**src/rtl/grace_period_mc.sv**
```systemverilog
// -----------------------------------------------------------------------------
// grace_period_mc
//
// Multi-channel grace-period timer. Each channel raises its grace output for a
// programmable number of prescaled ticks after a start pulse. A shared
// free-running prescaler paces the countdown of every channel. Channels can be
// retriggered (parameter), aborted, and globally frozen with hold. A one-cycle
// expire pulse marks the natural end of a grace period. With GRACE_AT_RESET=1,
// every channel comes out of reset already in grace with DEFAULT_LEN ticks.
//
// Ports:
//   clk         : single clock
//   rst_n       : asynchronous active-low reset
//   len_i       : grace length in ticks, shared by all channels, sampled on start
//   start_i     : per-channel start pulse
//   abort_i     : per-channel cancel (no expire pulse)
//   hold_i      : global pause of all channel decrements
//   grace_o     : per-channel grace level (registered)
//   expire_o    : per-channel one-cycle pulse on natural end of grace (registered)
//   any_grace_o : OR of grace_o
// -----------------------------------------------------------------------------
module grace_period_mc #(
   parameter int NUM_CH         = 4,
   parameter int CNT_W          = 7,
   parameter int DEFAULT_LEN    = 64,
   parameter int PRESCALE       = 1,
   parameter bit RETRIGGER      = 1'b1,
   parameter bit GRACE_AT_RESET = 1'b1
) (
   input  logic              clk,
   input  logic              rst_n,
   input  logic [CNT_W-1:0]  len_i,
   input  logic [NUM_CH-1:0] start_i,
   input  logic [NUM_CH-1:0] abort_i,
   input  logic              hold_i,
   output logic [NUM_CH-1:0] grace_o,
   output logic [NUM_CH-1:0] expire_o,
   output logic              any_grace_o
);

   typedef enum logic {
      ST_IDLE  = 1'b0,
      ST_GRACE = 1'b1
   } state_e;

   // A 1-bit prescaler with PRESCALE=1 stays at 0, which equals PS_LAST, so
   // tick is constantly high without a special case.
   localparam int              PS_W      = (PRESCALE > 1) ? $clog2(PRESCALE) : 1;
   localparam logic [PS_W-1:0] PS_LAST   = PS_W'(PRESCALE - 1);
   localparam logic [PS_W-1:0] PS_ZERO   = {PS_W{1'b0}};
   localparam logic [PS_W-1:0] PS_ONE    = PS_W'(1);
   localparam logic [CNT_W-1:0] REM_ZERO = {CNT_W{1'b0}};
   localparam logic [CNT_W-1:0] REM_ONE  = CNT_W'(1);
   localparam logic [CNT_W-1:0] RST_REM  = GRACE_AT_RESET ? CNT_W'(DEFAULT_LEN) : REM_ZERO;
   localparam state_e           RST_STATE = GRACE_AT_RESET ? ST_GRACE : ST_IDLE;

   // Prescaler
   logic [PS_W-1:0]   ps_q;
   logic [PS_W-1:0]   ps_d;
   logic              tick_s;

   // Shared qualifiers
   logic              len_nz_s;
   logic              dec_s;

   // Per-channel state
   state_e            state_q [NUM_CH];
   state_e            state_d [NUM_CH];
   logic [CNT_W-1:0]  rem_q   [NUM_CH];
   logic [CNT_W-1:0]  rem_d   [NUM_CH];
   logic [NUM_CH-1:0] grace_q;
   logic [NUM_CH-1:0] grace_d;
   logic [NUM_CH-1:0] expire_q;
   logic [NUM_CH-1:0] expire_d;

   // Free-running prescaler: wraps after PRESCALE-1, unaffected by hold and start.
   always_comb begin
      tick_s = (ps_q == PS_LAST);
      if (tick_s) begin
         ps_d = PS_ZERO;
      end else begin
         ps_d = ps_q + PS_ONE;
      end
   end

   // Qualifiers shared by every channel.
   always_comb begin
      len_nz_s = (len_i != REM_ZERO);
      dec_s    = tick_s & ~hold_i;
   end

   // Per-channel next-state logic; priority in GRACE is abort, retrigger,
   // final tick, ordinary decrement, hold.
   always_comb begin
      for (int i = 0; i < NUM_CH; i++) begin
         state_d[i]  = state_q[i];
         rem_d[i]    = rem_q[i];
         expire_d[i] = 1'b0;
         case (state_q[i])
            ST_IDLE: begin
               // A zero-length start is dropped so the channel cannot enter
               // grace with rem=0 and underflow.
               if (start_i[i] && !abort_i[i] && len_nz_s) begin
                  state_d[i] = ST_GRACE;
                  rem_d[i]   = len_i;
               end else begin
                  state_d[i] = ST_IDLE;
               end
            end
            ST_GRACE: begin
               if (abort_i[i]) begin
                  state_d[i] = ST_IDLE;
               end else if (start_i[i] && RETRIGGER && len_nz_s) begin
                  rem_d[i] = len_i;
               end else if (dec_s && (rem_q[i] == REM_ONE)) begin
                  // rem stays at 1 in IDLE; it is only meaningful in GRACE.
                  state_d[i]  = ST_IDLE;
                  expire_d[i] = 1'b1;
               end else if (dec_s) begin
                  rem_d[i] = rem_q[i] - REM_ONE;
               end else begin
                  rem_d[i] = rem_q[i];
               end
            end
            default: begin
               state_d[i] = ST_IDLE;
               rem_d[i]   = REM_ZERO;
            end
         endcase
         grace_d[i] = (state_d[i] == ST_GRACE);
      end
   end

   // Registers: prescaler, channel FSMs and registered outputs.
   always_ff @(posedge clk or negedge rst_n) begin
      if (!rst_n) begin
         ps_q     <= PS_ZERO;
         for (int i = 0; i < NUM_CH; i++) begin
            state_q[i] <= RST_STATE;
            rem_q[i]   <= RST_REM;
         end
         grace_q  <= {NUM_CH{GRACE_AT_RESET}};
         expire_q <= {NUM_CH{1'b0}};
      end else begin
         ps_q     <= ps_d;
         for (int i = 0; i < NUM_CH; i++) begin
            state_q[i] <= state_d[i];
            rem_q[i]   <= rem_d[i];
         end
         grace_q  <= grace_d;
         expire_q <= expire_d;
      end
   end

   // Output drive.
   always_comb begin
      grace_o     = grace_q;
      expire_o    = expire_q;
      any_grace_o = |grace_q;
   end

endmodule

```
**config.mk**
```make
export PLATFORM = sky130hd
export DESIGN_NAME = grace_period_mc
export DESIGN_NICKNAME = d
export VERILOG_FILES = /design/src/rtl/grace_period_mc.sv
export SDC_FILE = /design/constraint.sdc
export NUM_CORES = 1
export LEC_CHECK = 0
export BUFFER_PORTS_ARGS = -buffer_cell sky130_fd_sc_hd__clkbuf_2
export CORE_AREA = 2 2 88 90
export CTS_CLUSTER_DIAMETER = 150
export DETAILED_ROUTE_END_ITERATION = 8
export DIE_AREA = 0 0 90 92
export PLACE_DENSITY_LB_ADDON = 0.3
export SLEW_MARGIN = 10
export SYNTH_ARGS = -nofsm -noshare
export SYNTH_HDL_FRONTEND = slang
export SYNTH_SLANG_ARGS = --single-unit
```
**constraint.sdc**
```tcl
create_clock -name clk -period 2.5 [get_ports clk]
set_clock_uncertainty 0.2 [all_clocks]
set_input_delay 0.75 -clock clk [delete_from_list [all_inputs] [get_ports clk]]
set_output_delay 0.75 -clock clk [all_outputs]
set_load 0.02 [all_outputs]
```
== Word level (Yosys, flattened, before mapping) ==
Cells that the tools add are included.

* Flip-flop bits (word level): 41
* Input port bits: 18
* Output and inout bits: 9
* Logic and storage cells: 130

* $add $sub $neg: 5
* Eq/ne operators: 20
* Mux-type cells: 61
* Bitwise logic cells: 7
* Reduce and logical (&&, ||, !) cells: 26

{| class="wikitable"
|+ Operators by type and width
! kind !! number
|-
| 7-bit two-way mux || 20
|-
| 7-bit case mux with 2 select lines || 4
|-
| 1-bit two-way mux || 33
|-
| 7-bit by 1-bit == test with 1-bit output (second input constant) || 4
|-
| 7-bit by 1-bit subtractor with 7-bit output (second input constant) || 4
|-
| 1-bit logical AND || 16
|-
| 2-bit inequality test (second input constant) || 8
|-
| 4-bit AND reduction || 4
|-
| 3-bit by 2-bit inequality test with 1-bit output (second input constant) || 4
|-
| 3-bit inequality test (second input constant) || 4
|-
| 1-bit case mux with 2 select lines || 4
|-
| 7-bit nonzero test || 1
|-
| 1-bit NOT || 6
|-
| 1-bit logical NOT || 4
|-
| 4-bit OR reduction || 1
|-
| 1-bit adder (second input constant) || 1
|-
| 1-bit AND || 1
|}

== Depth between registers and ports, before layout ==
Gate-level depths: netlist of run 1.

* Word-level depth: 7
* Gate-level depth with buffers: 7

== Least setup slack after synthesis of run 1 ==
Ideal clock, no wire load.

* Kind: input port to flip-flop
* Start: input len_i[3]
* End: register rem_q[15] in the netlist's numbering
* Library setup time: 0.127 ns
* Arrival time: 2.150 ns
* Required time: 2.173 ns
* Setup slack: 0.023 ns
* Stages on the path: 5
* Buffers on the path: 1
* Cells stage by stage: or4_1 > o21ai_2 > and2_0 > buf_4 > mux2_1

* Cells in the longest elaborated chain, start to end: 5

{| class="wikitable"
|+ Ends and longest elaborated chain
! item !! line !! RTL
|-
| start: declaration || 32 || <nowiki>input logic [CNT_W-1:0] len_i,</nowiki>
|-
| 7-bit nonzero test * || 88 || <nowiki>len_nz_s = (len_i != REM_ZERO);</nowiki>
|-
| 1-bit logical AND || 113 || <nowiki>end else if (start_i[i] && RETRIGGER && len_nz_s) begin</nowiki>
|-
| 7-bit two-way mux || 113 ||
|-
| 7-bit two-way mux || 111 || <nowiki>if (abort_i[i]) begin</nowiki>
|-
| 7-bit case mux with 2 select lines || 99 || <nowiki>case (state_q[i])</nowiki>
|-
| end signal: indexed assignment || 148 || <nowiki>rem_q[i] <= rem_d[i];</nowiki>
|-
| end: declaration || 69 || <nowiki>logic [CNT_W-1:0] rem_q [NUM_CH];</nowiki>
|}

Mark *: on every way between the ends. The rest lies on a longest branch, timed or not. The select of a mux whose other input is x is not followed.
A chain may end at the register's enable or synchronous reset.

== Worst setup path in the final report of run 1 ==
* Start: register grace_q[1] (netlist: grace_o[1])
* End: output any_grace_o

* Cells in the longest elaborated chain, start to end: 1

{| class="wikitable"
|+ Ends and longest elaborated chain
! item !! line !! RTL
|-
| start: declaration || 71 || <nowiki>logic [NUM_CH-1:0] grace_q;</nowiki>
|-
| start signal: assignment || 142 || <nowiki>grace_q <= {NUM_CH{GRACE_AT_RESET}};</nowiki>
|-
| start signal: assignment || 150 || <nowiki>grace_q <= grace_d;</nowiki>
|-
| 4-bit OR reduction || 159 || <nowiki>any_grace_o = |grace_q;</nowiki>
|-
| end: declaration || 38 || <nowiki>output logic any_grace_o</nowiki>
|}

No other way between the ends.

==> results of run 1 <==
-- where the power goes --
group | total (mW) | switching [mW] | internal [mW]
Combinational | 0.519 | 0.275 | 0.244
Clock | 0.464 | 0.218 | 0.246
Sequential | 0.812 | 0.127 | 0.685
Total | 1.79 | 0.620 | 1.17
-- routing by layer --
metal,part of all wire (%),routed length (µm),track usage (%),up-vias
met5,0,0,0,-
met4,2.0,146,6.28,0
met3,4.9,359,2.71,12
met2,48,3520,30.2,77
met1,45,3290,24.2,1179
li1,-,-,-,1175
-- cells in the final DEF, fill, tap and decap left out, types with 4 or more instances in the layout --
cell,synthesis,layout
buf_4,1,40
nor4b_1,6,6
nor4_1,7,7
nand2_1,26,26
o2bb2ai_1,11,11
inv_1,17,17
o221ai_1,5,5
or2_2,4,4
nand2b_1,8,8
nor2_1,8,8
mux2i_1,10,10
clkbuf_2,0,26
a22o_1,6,6
dfstp_2,8,8
clkbuf_8,0,7
o31a_1,6,6
a21oi_1,10,10
o22ai_1,11,11
nor3b_1,4,4
dfrtp_1,28,28
or3_1,4,4
ha_1,8,8
nor3_1,15,15
o21ai_0,8,8
-- final timing paths --
| path | start | endpoint | depth (start not counted) | slack, ns |
|---|---|---|---|---|
| min in group clk | rem_q[13] | rem_q[13] | 1 | 0.30 |
| worst max register to register | rem_q[1] | rem_q[0] | 8 | 0.23 |
| worst min register to register | rem_q[13] | rem_q[13] | 1 | 0.30 |
| worst min-delay path | rst_n | rem_q[10] | 1 | 0.21 |
| worst max-delay path | grace_o[1] | any_grace_o | 2 | 0.13 |
| max in group asynchronous | rst_n | grace_o[0] | 2 | 1.32 |
-- metrics by stage --
step	instance area (µm²)	std cells	hold WS (ns)	utilization, %	worst slack, ns
finish	3140	440	0.214	42.2	0.127
global route	3140	440	0.254	42.2	0.0687
CTS	3140	440	0.230	42.2	0.117
detailed placement	3050	433	0.288	40.9	-0.0745
global placement	3050	433	0.285	40.9	-0.0426
floorplan	2510	273	0.254	-	0.0226
-- cell families after synthesis --
family / Yosys count / synth area share [%]
AOI/OAI and AO/OA: 88 / 26.6
adders and majority gates: 8 / 3.99
buffers and inverters: 26 / 4.14
DFF: 36 / 36.3
muxes: 13 / 5.34
and+or+nand+nor: 102 / 23.6
-- sequential cells by signal, indices dropped and copies added (netlist names) --
register  count
rem_q        28
expire_o      4
grace_o       4
-- layout make-up --
cell class | count | area, µm²
flip-flops and latches | 36 | 911
fillers | 778 | 4310
well taps | 102 | 128
clock buffers | 7 | 96.3
repair buffers | 67 | 450
inverters | 17 | 63.8
multi-input cells | 211 | 1490
==> summary.md, run 1 <==
| Metric | Value |
|---|---|
| Top post-synthesis cells by area | dfrtp_1, dfstp_2, ha_1, mux2i_1, nand2_1 |
| Fin crit period | around 2.4 ns |
| Resized cells post-CTS | 0 |
| YS warnings | 0 |
| Synth Register Bits | 36 |
| Pwr Total | about 1.8 mW |
| Routed WL | 7310 µm |
| Initial drt markers | about 130 |
| Post-synth cell types | between 50 and 60 |
| Clock transition at path regs | 0.07 ns |
| Post-synthesis async set-or-reset flop share | 100% |
| Initial antenna violation count | 0 |
| Drt first pass iters | 5 |
| WP buf/inv | 1 |
| Fin. Hold Viols | 0 |
| Core area | around 0.0074 mm² |
| Rows | 32 |
| Hold bufs inserted after CTS | 0 |
| Largest net degree at the start of global routing | 20 |
| # diodes | 0 |
| Max clock buf depth | 2 |
| Root Driver | clkbuf_8 |
| First-pass GRT wire length | ~12000 µm |
| PwrDens | roughly 570 mW/mm² |
| Avg Cell Area, Syn | slightly above 9 µm² |
| Most common cell in the synthesized netlist | dfrtp_1 |
| Crit-path cells | or4_1 -> clkbuf_2 |
| WP data arrival | roughly 1.4 ns |
| Slew Viols, Final | 0 |
| ANT nets after route | 0 |
| Post-synth top area share | around 28% |
| Clock Latency Late Sink | 0.29 ns |
| Die X | approximately 90 µm |
| HPWL Detailed | ~5600 µm |
| Worst-margin pin slew | 0.692 ns |
| Post-synth top cells | dfrtp_1, nand2_1, inv_1, nor3_1 |
| PortBufs | 26 |
| Worst Path Max Fanout | 8 |
| Final period utilization | about 95% |
| Synthesized instance count | 273 |
| GPL Wtd Cong | 0.832 |
| Nets | 364 |
| Crit path max-delay family | simple AND/OR/NAND/NOR gates |
| Synthesized net count | around 300 |
| Ratio of cells with drive above 1 in the final layout | between 20% and 30% |
| Initial core utilization | 33.7% |
| Die area | 0.00828 mm² |
| # clock sinks | 36 |
| RSZ-0062 raised after global routing | false |
| Max IR drop VDD | between 0.00015 and 0.0002 V |
| Fmax | about 420 MHz |
| Final setup violation count | 0 |
| Setup TNS | 0 ns |
| Max-cap check violation count | 0 |
| Max_slew headroom | a little over half |
| Worst hold path type | in -> async |
| Critical Path RT | about 1.6 ns |
| Sequential element share of the synthesized area | 36.3% |
| CP peak stage delay | 0.54 ns |
| Die height | a little over 90 µm |
| Slowest CP cell | or4_1 |
| Routed length per instance | about 17 µm |
| Area grow syn2layout | 25.3% |
| GRT Total Usage | a little under a fifth |
| Vias post-DR | roughly 2400 |
| Critical Path Sink Type | output pin |
| Cts bufs inserted | 5 |
| Crit start category | flip-flop |
| Setup CP Type | reg -> out |
| H-tree depth | 2 |
| Postcts setup bufs | 0 |
| CTS tree | built |
| Routed via count divided by cell count | 5.55 |
| Drc violations | 0 |
| Outcome | finished clean |
| Mapped cell area | ~0.0025 mm² |
| Io pins | 27 |
| Vias in the first global route | around 2400 |
| Leak | about 1.4 nW |
| Congestion Overflow GR | 0 |
| Yosys top cell by area | dfrtp_1 |
| Ys flop type | dfrtp_1 |
| Number of synthesized flops with an enable pin | 0 |
No activity file was read; power rests on OpenSTA's default activity.
==> run 2: changes to the inputs <==
SETUP_SLACK_MARGIN = 0.15   (was default)
==> run 2 against run 1 <==
Die area is the same. Flip-flop and latch count unchanged. Global-route usage down 0.35 points. Routed wire length is 4.9% lower. Non-clock buffer count shrank 8. Largest power group unchanged. Sequential share of layout area grew 0.36 points. Maximum frequency grew 2.3%. Clock-buffer cell count unchanged. Largest cell class unchanged. Cell count is 1.6% lower.
==> summary.md, run 2 (synthesis results as in run 1) <==
| Metric | Value |
|---|---|
| Final hold slack | 0.220 ns (+0.00580 ns) |
| Most frequent cells in the layout | buf_4, dfrtp_1, nand2_1, clkbuf_2, inv_1 |
| Final period utilization | 92.8% (-2.2 points) |
| Register with the most flip-flops | rem_q |
| Max clock buf depth | 2 (unchanged) |
| GPL Wtd Cong | 0.843 (+1.4%) |
| # placed instances | 423 (-2.3%) |
| Slowest CP cell | or4_4 |
| # diodes | 0 (unchanged) |
| Post-Layout Cell Count | 433 (-1.6%) |
| Cts bufs inserted | 5 (unchanged) |
| Comb power frac | 29.6% (+0.7 points) |
| Outcome | finished clean |
| Fmax | 431 MHz (+2.3%) |
| Drc violations | 0 (unchanged) |
| Routed WL | 6950 µm (-4.9%) |
| PortBufs | 26 (unchanged) |
| Congestion Overflow GR | 0 (unchanged) |
| Seq pwr share | 46.6% (+1.4 points) |
| Largest net degree at the start of global routing | 20 (unchanged) |
| Area grow syn2layout | 23.8% |
| Routed via count divided by cell count | 5.61 (+1.1%) |
| Critical Path Sink Type | output pin |
| Crit start category | flip-flop |
| Slew Viols, Final | 0 (unchanged) |
| Die area | 0.00828 mm² (unchanged) |
| PwrDens | 559 mW/mm² (-2.2%) |
| Initial drt markers | 140 (+8.5%) |
| Initial antenna violation count | 0 (unchanged) |
| Uppermost layer routed | met4 |
| Worst r2r path cells | 4 (-4) |
| Worst Path Max Fanout | 2 (-6) |
| Pre-CTS setup slack | -0.0688 ns (+0.00567 ns) |
| Final setup margin | 0.181 ns (+0.0539 ns) |
| Setup CP Type | reg -> out |
| GRT Total Usage | 17.8% (-0.35 points) |
| Max_slew headroom | 54.5% (+0.77 points) |
| Fin. Hold Viols | 0 (unchanged) |
| Drt first pass iters | 4 (-1) |
| Io pins | 27 (unchanged) |
| Clock transition at path regs | 0.07 ns (about the same) |
| Met2 wire len | 3260 µm (-7.5%) |
| Root Driver | clkbuf_8 |
| Crit-path cells | or4_4 -> buf_4 |
| First-pass GRT wire length | 12000 µm (+0.12%) |
| Routed length per instance | 16.1 µm (-3.4%) |
| Post-Route M1 WL | 3400 µm (+3.4%) |
| Final Instance Area | 0.00310 mm² (-1.2%) |
| Number of flip-flops in the largest register | 28 (unchanged) |
| Die X | 90 µm (unchanged) |
| Sw Pwr | 610 µW (-1.6%) |
| Pint | 1.12 mW (-4.3%) |
| Commonest non-fill, non-tap cell in the layout | buf_4 |
| Max-cap check violation count | 0 (unchanged) |
| Critical Path RT | 1.55 ns (about the same) |
| Ratio of cells with drive above 1 in the final layout | 28.7% (-0.29 points) |
| RSZ-0062 raised after global routing | false |
| Max IR drop VDD | 0.000277 V (+48%) |
| Fin crit period | 2.32 ns (-0.0539 ns) |
| CP peak stage delay | 0.53 ns (about the same) |
| CTS tree | built |
| Core area | 0.00745 mm² (unchanged) |
| Leak | 1.34 nW (-2.6%) |
| Vias in the first global route | 2455 (+3.8%) |
| HPWL Detailed | 5270 µm (-5.9%) |
| Initial core utilization | 33.7% (unchanged) |
| Sw Ratio | 35.2% (+0.62 points) |
| Post-route core utilization | 41.7% (-0.52 points) |
| Setup TNS | 0 ns (unchanged) |
| Post-DP Area | 0.00300 mm² (-1.5%) |
| H-tree depth | 2 (unchanged) |
| Die height | 92 µm (unchanged) |
| Worst-margin pin slew | 0.681 ns (-0.0115 ns) |
| Worst hold path type | in -> async |
| Pwr Total | 1.73 mW (-3.4%) |
| Clock Latency Late Sink | 0.29 ns (about the same) |
| # clock sinks | 36 (unchanged) |
| Vias post-DR | 2430 (-0.53%) |
| Rows | 32 (unchanged) |
| WL met3 | 223 µm (-38%) |
| Nets | 356 (-2.2%) |
| WP data arrival | 1.37 ns (-0.05 ns) |
| Final setup violation count | 0 (unchanged) |
| ANT nets after route | 0 (unchanged) |
| Clk pwr share | 23.8% (-2.0 points) |
## run 2: per-layer routing
layer / vias up / GRT usage (%)
met5: - / 0
met4: 0 / 6.15
met3: 8 / 2.14
met2: 62 / 29.1
met1: 1184 / 24.4
li1: 1176 / -
## run 2: area by class of cell
class	instances	area, µm²
sequential	36	911
tap	102	128
inverter	17	63.8
fill	788	4340
multi-input combinational	211	1530
clock inverter	1	5.00
clock buffer	7	76.3
timing repair buffer	59	393
## run 2: timing repair
item	CTS	global route
hold buffers	0	0
setup buffers	2	0
resized for setup	2	1
endpoints found under the setup margin	1	1
pin swaps	0	0
## run 2: final timing paths
kind	endpoint	slack [ns]	from
setup / recovery	any_grace_o	0.18	grace_o[1]
hold / removal	rem_q[9]	0.22	rst_n
setup reg to reg	rem_q[14]	0.30	rem_q[17]
hold reg to reg	rem_q[13]	0.29	rem_q[13]
max in group asynchronous	rem_q[6]	1.33	rst_n
min in group clk	rem_q[13]	0.29	rem_q[13]
## run 2: power by group through the flow
| stage | logic, mW | clock network, mW | registers [mW] |
|---|---|---|---|
| 6_report | 0.513 | 0.412 | 0.808 |
| 4_1_cts | 0.515 | 0.431 | 0.806 |
| 5_1_grt | 0.581 | 0.456 | 0.827 |
| 3_5_place_dp | 0.503 | 0 | 0.819 |
| 2_1_floorplan | 0.351 | 0 | 0.786 |
| 3_3_place_gp | 0.502 | 0 | 0.817 |
## run 2: critical path, delay by kind of cell (launching register included)
kind	cells	cell delay (ns)
simple gates	1	0.53
flops	1	0.38
buf+inv	1	0.17
==> run 3: changes to the inputs <==
clock period = 2.9 ns   (was 2.5 ns; I/O delays follow)
==> run 3 against run 2 <==
Total power fell by 7.3%. Utilization fell by 1.8 points. Worst hold slack improved by 0.081 ns. Sequential share of layout area rose by 1.3 points. Routed wire length fell by 1.3%. Sequential power fell by 13%. Worst setup slack improved by 0.22 ns. Critical endpoint unchanged. Largest cell class unchanged. Largest power group unchanged. Highest routed layer unchanged.
==> summary.md, run 3 (synthesis results as in run 1) <==
| Metric | Value |
|---|---|
| Post-Route M1 WL | 3150 µm (-7.2%) |
| Crit start category | flip-flop |
| Final period utilization | 86.3% |
| RSZ-0062 raised after global routing | false |
| Root Driver | clkbuf_8 |
| Comb power frac | 25.6% (-4.0 points) |
| Initial drt markers | 151 (+7.9%) |
| # clock sinks | 36 (unchanged) |
| H-tree depth | 2 (unchanged) |
| GPL Wtd Cong | 0.891 (+5.7%) |
| WP data arrival | 1.43 ns (+0.06 ns) |
| Worst hold path type | reg -> reg |
| Sw Ratio | 32.8% (-2.3 points) |
| CTS tree | built |
| PwrDens | 541 mW/mm² (-3.2%) |
| Nets | 337 (-5.3%) |
| Commonest non-fill, non-tap cell in the layout | dfrtp_1 |
| Setup TNS | 0 ns (unchanged) |
| Register with the most flip-flops | rem_q |
| Post-route core utilization | 39.9% (-1.8 points) |
| Die X | 90 µm (unchanged) |
| Core area | 0.00745 mm² (unchanged) |
| GRT Total Usage | 17.3% (-0.49 points) |
| Sw Pwr | 527 µW (-13%) |
| Clk pwr share | 30.9% (+7.1 points) |
| Final setup violation count | 0 (unchanged) |
| Die area | 0.00828 mm² (unchanged) |
| Largest net degree at the start of global routing | 20 (unchanged) |
| # diodes | 0 (unchanged) |
| Max_slew headroom | 45.3% (-9.3 points) |
| Ratio of cells with drive above 1 in the final layout | 23.1% (-5.6 points) |
| Clock Latency Late Sink | 0.29 ns (about the same) |
| Io pins | 27 (unchanged) |
| Vias post-DR | 2352 (-3.2%) |
| Worst Path Max Fanout | 8 (+6) |
| Drc violations | 0 (unchanged) |
| Routed length per instance | 16.6 µm (+3.3%) |
| # placed instances | 406 (-4.0%) |
| Met2 wire len | 3240 µm (-0.46%) |
| Slew Viols, Final | 0 (unchanged) |
| Area grow syn2layout | 18.4% |
| Seq pwr share | 43.6% (-3.0 points) |
| Leak | 1.26 nW (-6.0%) |
| Hold bufs inserted after CTS | 0 (unchanged) |
| Critical Path Sink Type | output pin |
| Number of flip-flops in the largest register | 28 (unchanged) |
| Max IR drop VDD | 0.000153 V (-45%) |
| ANT nets after route | 0 (unchanged) |
| Drt first pass iters | 4 (unchanged) |
| Postcts setup bufs | 0 (-2) |
| Die height | 92 µm (unchanged) |
| Post-Layout Cell Count | 414 (-4.4%) |
| Congestion Overflow GR | 0 (unchanged) |
| Initial antenna violation count | 0 (unchanged) |
| Final hold slack | 0.300 ns (+0.0806 ns) |
| Most frequent cells in the layout | dfrtp_1, nand2_1, clkbuf_2, inv_1, nor3_1 |
| Fmax | 400 MHz |
| Max-cap check violation count | 0 (unchanged) |
| Initial core utilization | 33.7% (unchanged) |
| HPWL Detailed | 5030 µm (-4.6%) |
| Vias in the first global route | 2273 (-7.4%) |
| Pint | 1.08 mW (-4.0%) |
| Max clock buf depth | 2 (unchanged) |
| Uppermost layer routed | met4 |
| Worst-margin pin slew | 0.819 ns (+0.139 ns) |
| Outcome | finished clean |
| PortBufs | 26 (unchanged) |
| First-pass GRT wire length | 11500 µm (-4.4%) |
| Clock transition at path regs | 0.08 ns (about the same) |
| Routed via count divided by cell count | 5.68 (+1.2%) |
| Resized cells post-CTS | 0 (-2) |
| Setup CP Type | reg -> out |
| Pwr Total | 1.61 mW (-7.3%) |
| Routed WL | 6870 µm (-1.3%) |
| Hold_sp | rem_q[6] |
| Cts bufs inserted | 5 (unchanged) |
| Rows | 32 (unchanged) |
| Fin. Hold Viols | 0 (unchanged) |
| Worst Setup SP | grace_o[1] |
| Reg2Reg Launch Point | rem_q[16] |
| WL met3 | 354 µm (+59%) |
| Critical Path RT | 1.83 ns (+0.28 ns) |
| Fin crit period | around 2.5 ns |
run 3: cell count changes in the layout (fill, tap and decap cells not counted), sizes merged:
cell,previous run,this run
buf,34,14
bufinv,0,1
clkbuf,32,33
clkinv,1,0
run 3: power groups by stage:
stage               sequential, mW  combinational, mW  clock, mW
global placement             0.703              0.405          0
detailed placement           0.706              0.408          0
finish                       0.700              0.411      0.496
floorplan                    0.676              0.293          0
CTS                          0.697              0.411      0.514
global route                 0.715              0.460      0.531
run 3: path summary, 6_finish.rpt:
kind / to / cells past startpoint / slack (ns)
setup reg to reg: rem_q[15] / 4 / 0.56
hold / removal: rem_q[6] / 1 / 0.30
max in group asynchronous: grace_o[2] / 2 / 1.60
min in group asynchronous: rem_q[10] / 1 / 0.34
hold reg to reg: rem_q[6] / 1 / 0.30
setup / recovery: any_grace_o / 2 / 0.40
run 3: routing by layer:
layer	GRT usage (%)	vias to the layer above
met5	0	-
met4	6.15	0
met3	3.29	9
met2	27.6	78
met1	23.6	1130
li1	-	1135
run 3: layout make-up:
cell class | count | area, µm²
well taps | 102 | 128
repair buffers | 40 | 248
clock inverters | 1 | 30.0
clock buffers | 7 | 96.3
flip-flops and latches | 36 | 911
multi-input cells | 211 | 1490
inverters | 17 | 63.8
fillers | 775 | 4480
run 3: critical path: stages, from the launching register on:
cell	delay (ns)
dfstp_2	0.41
or4_1	0.55
clkbuf_2	0.18
run 3: per-stage QoR:
step	area (µm²)	setup WS, ns
3_5_place_dp	2840	0.187
2_1_floorplan	2510	0.303
4_1_cts	2970	0.392
5_1_grt	2970	0.339
3_3_place_gp	2840	0.210
6_report	2970	0.398
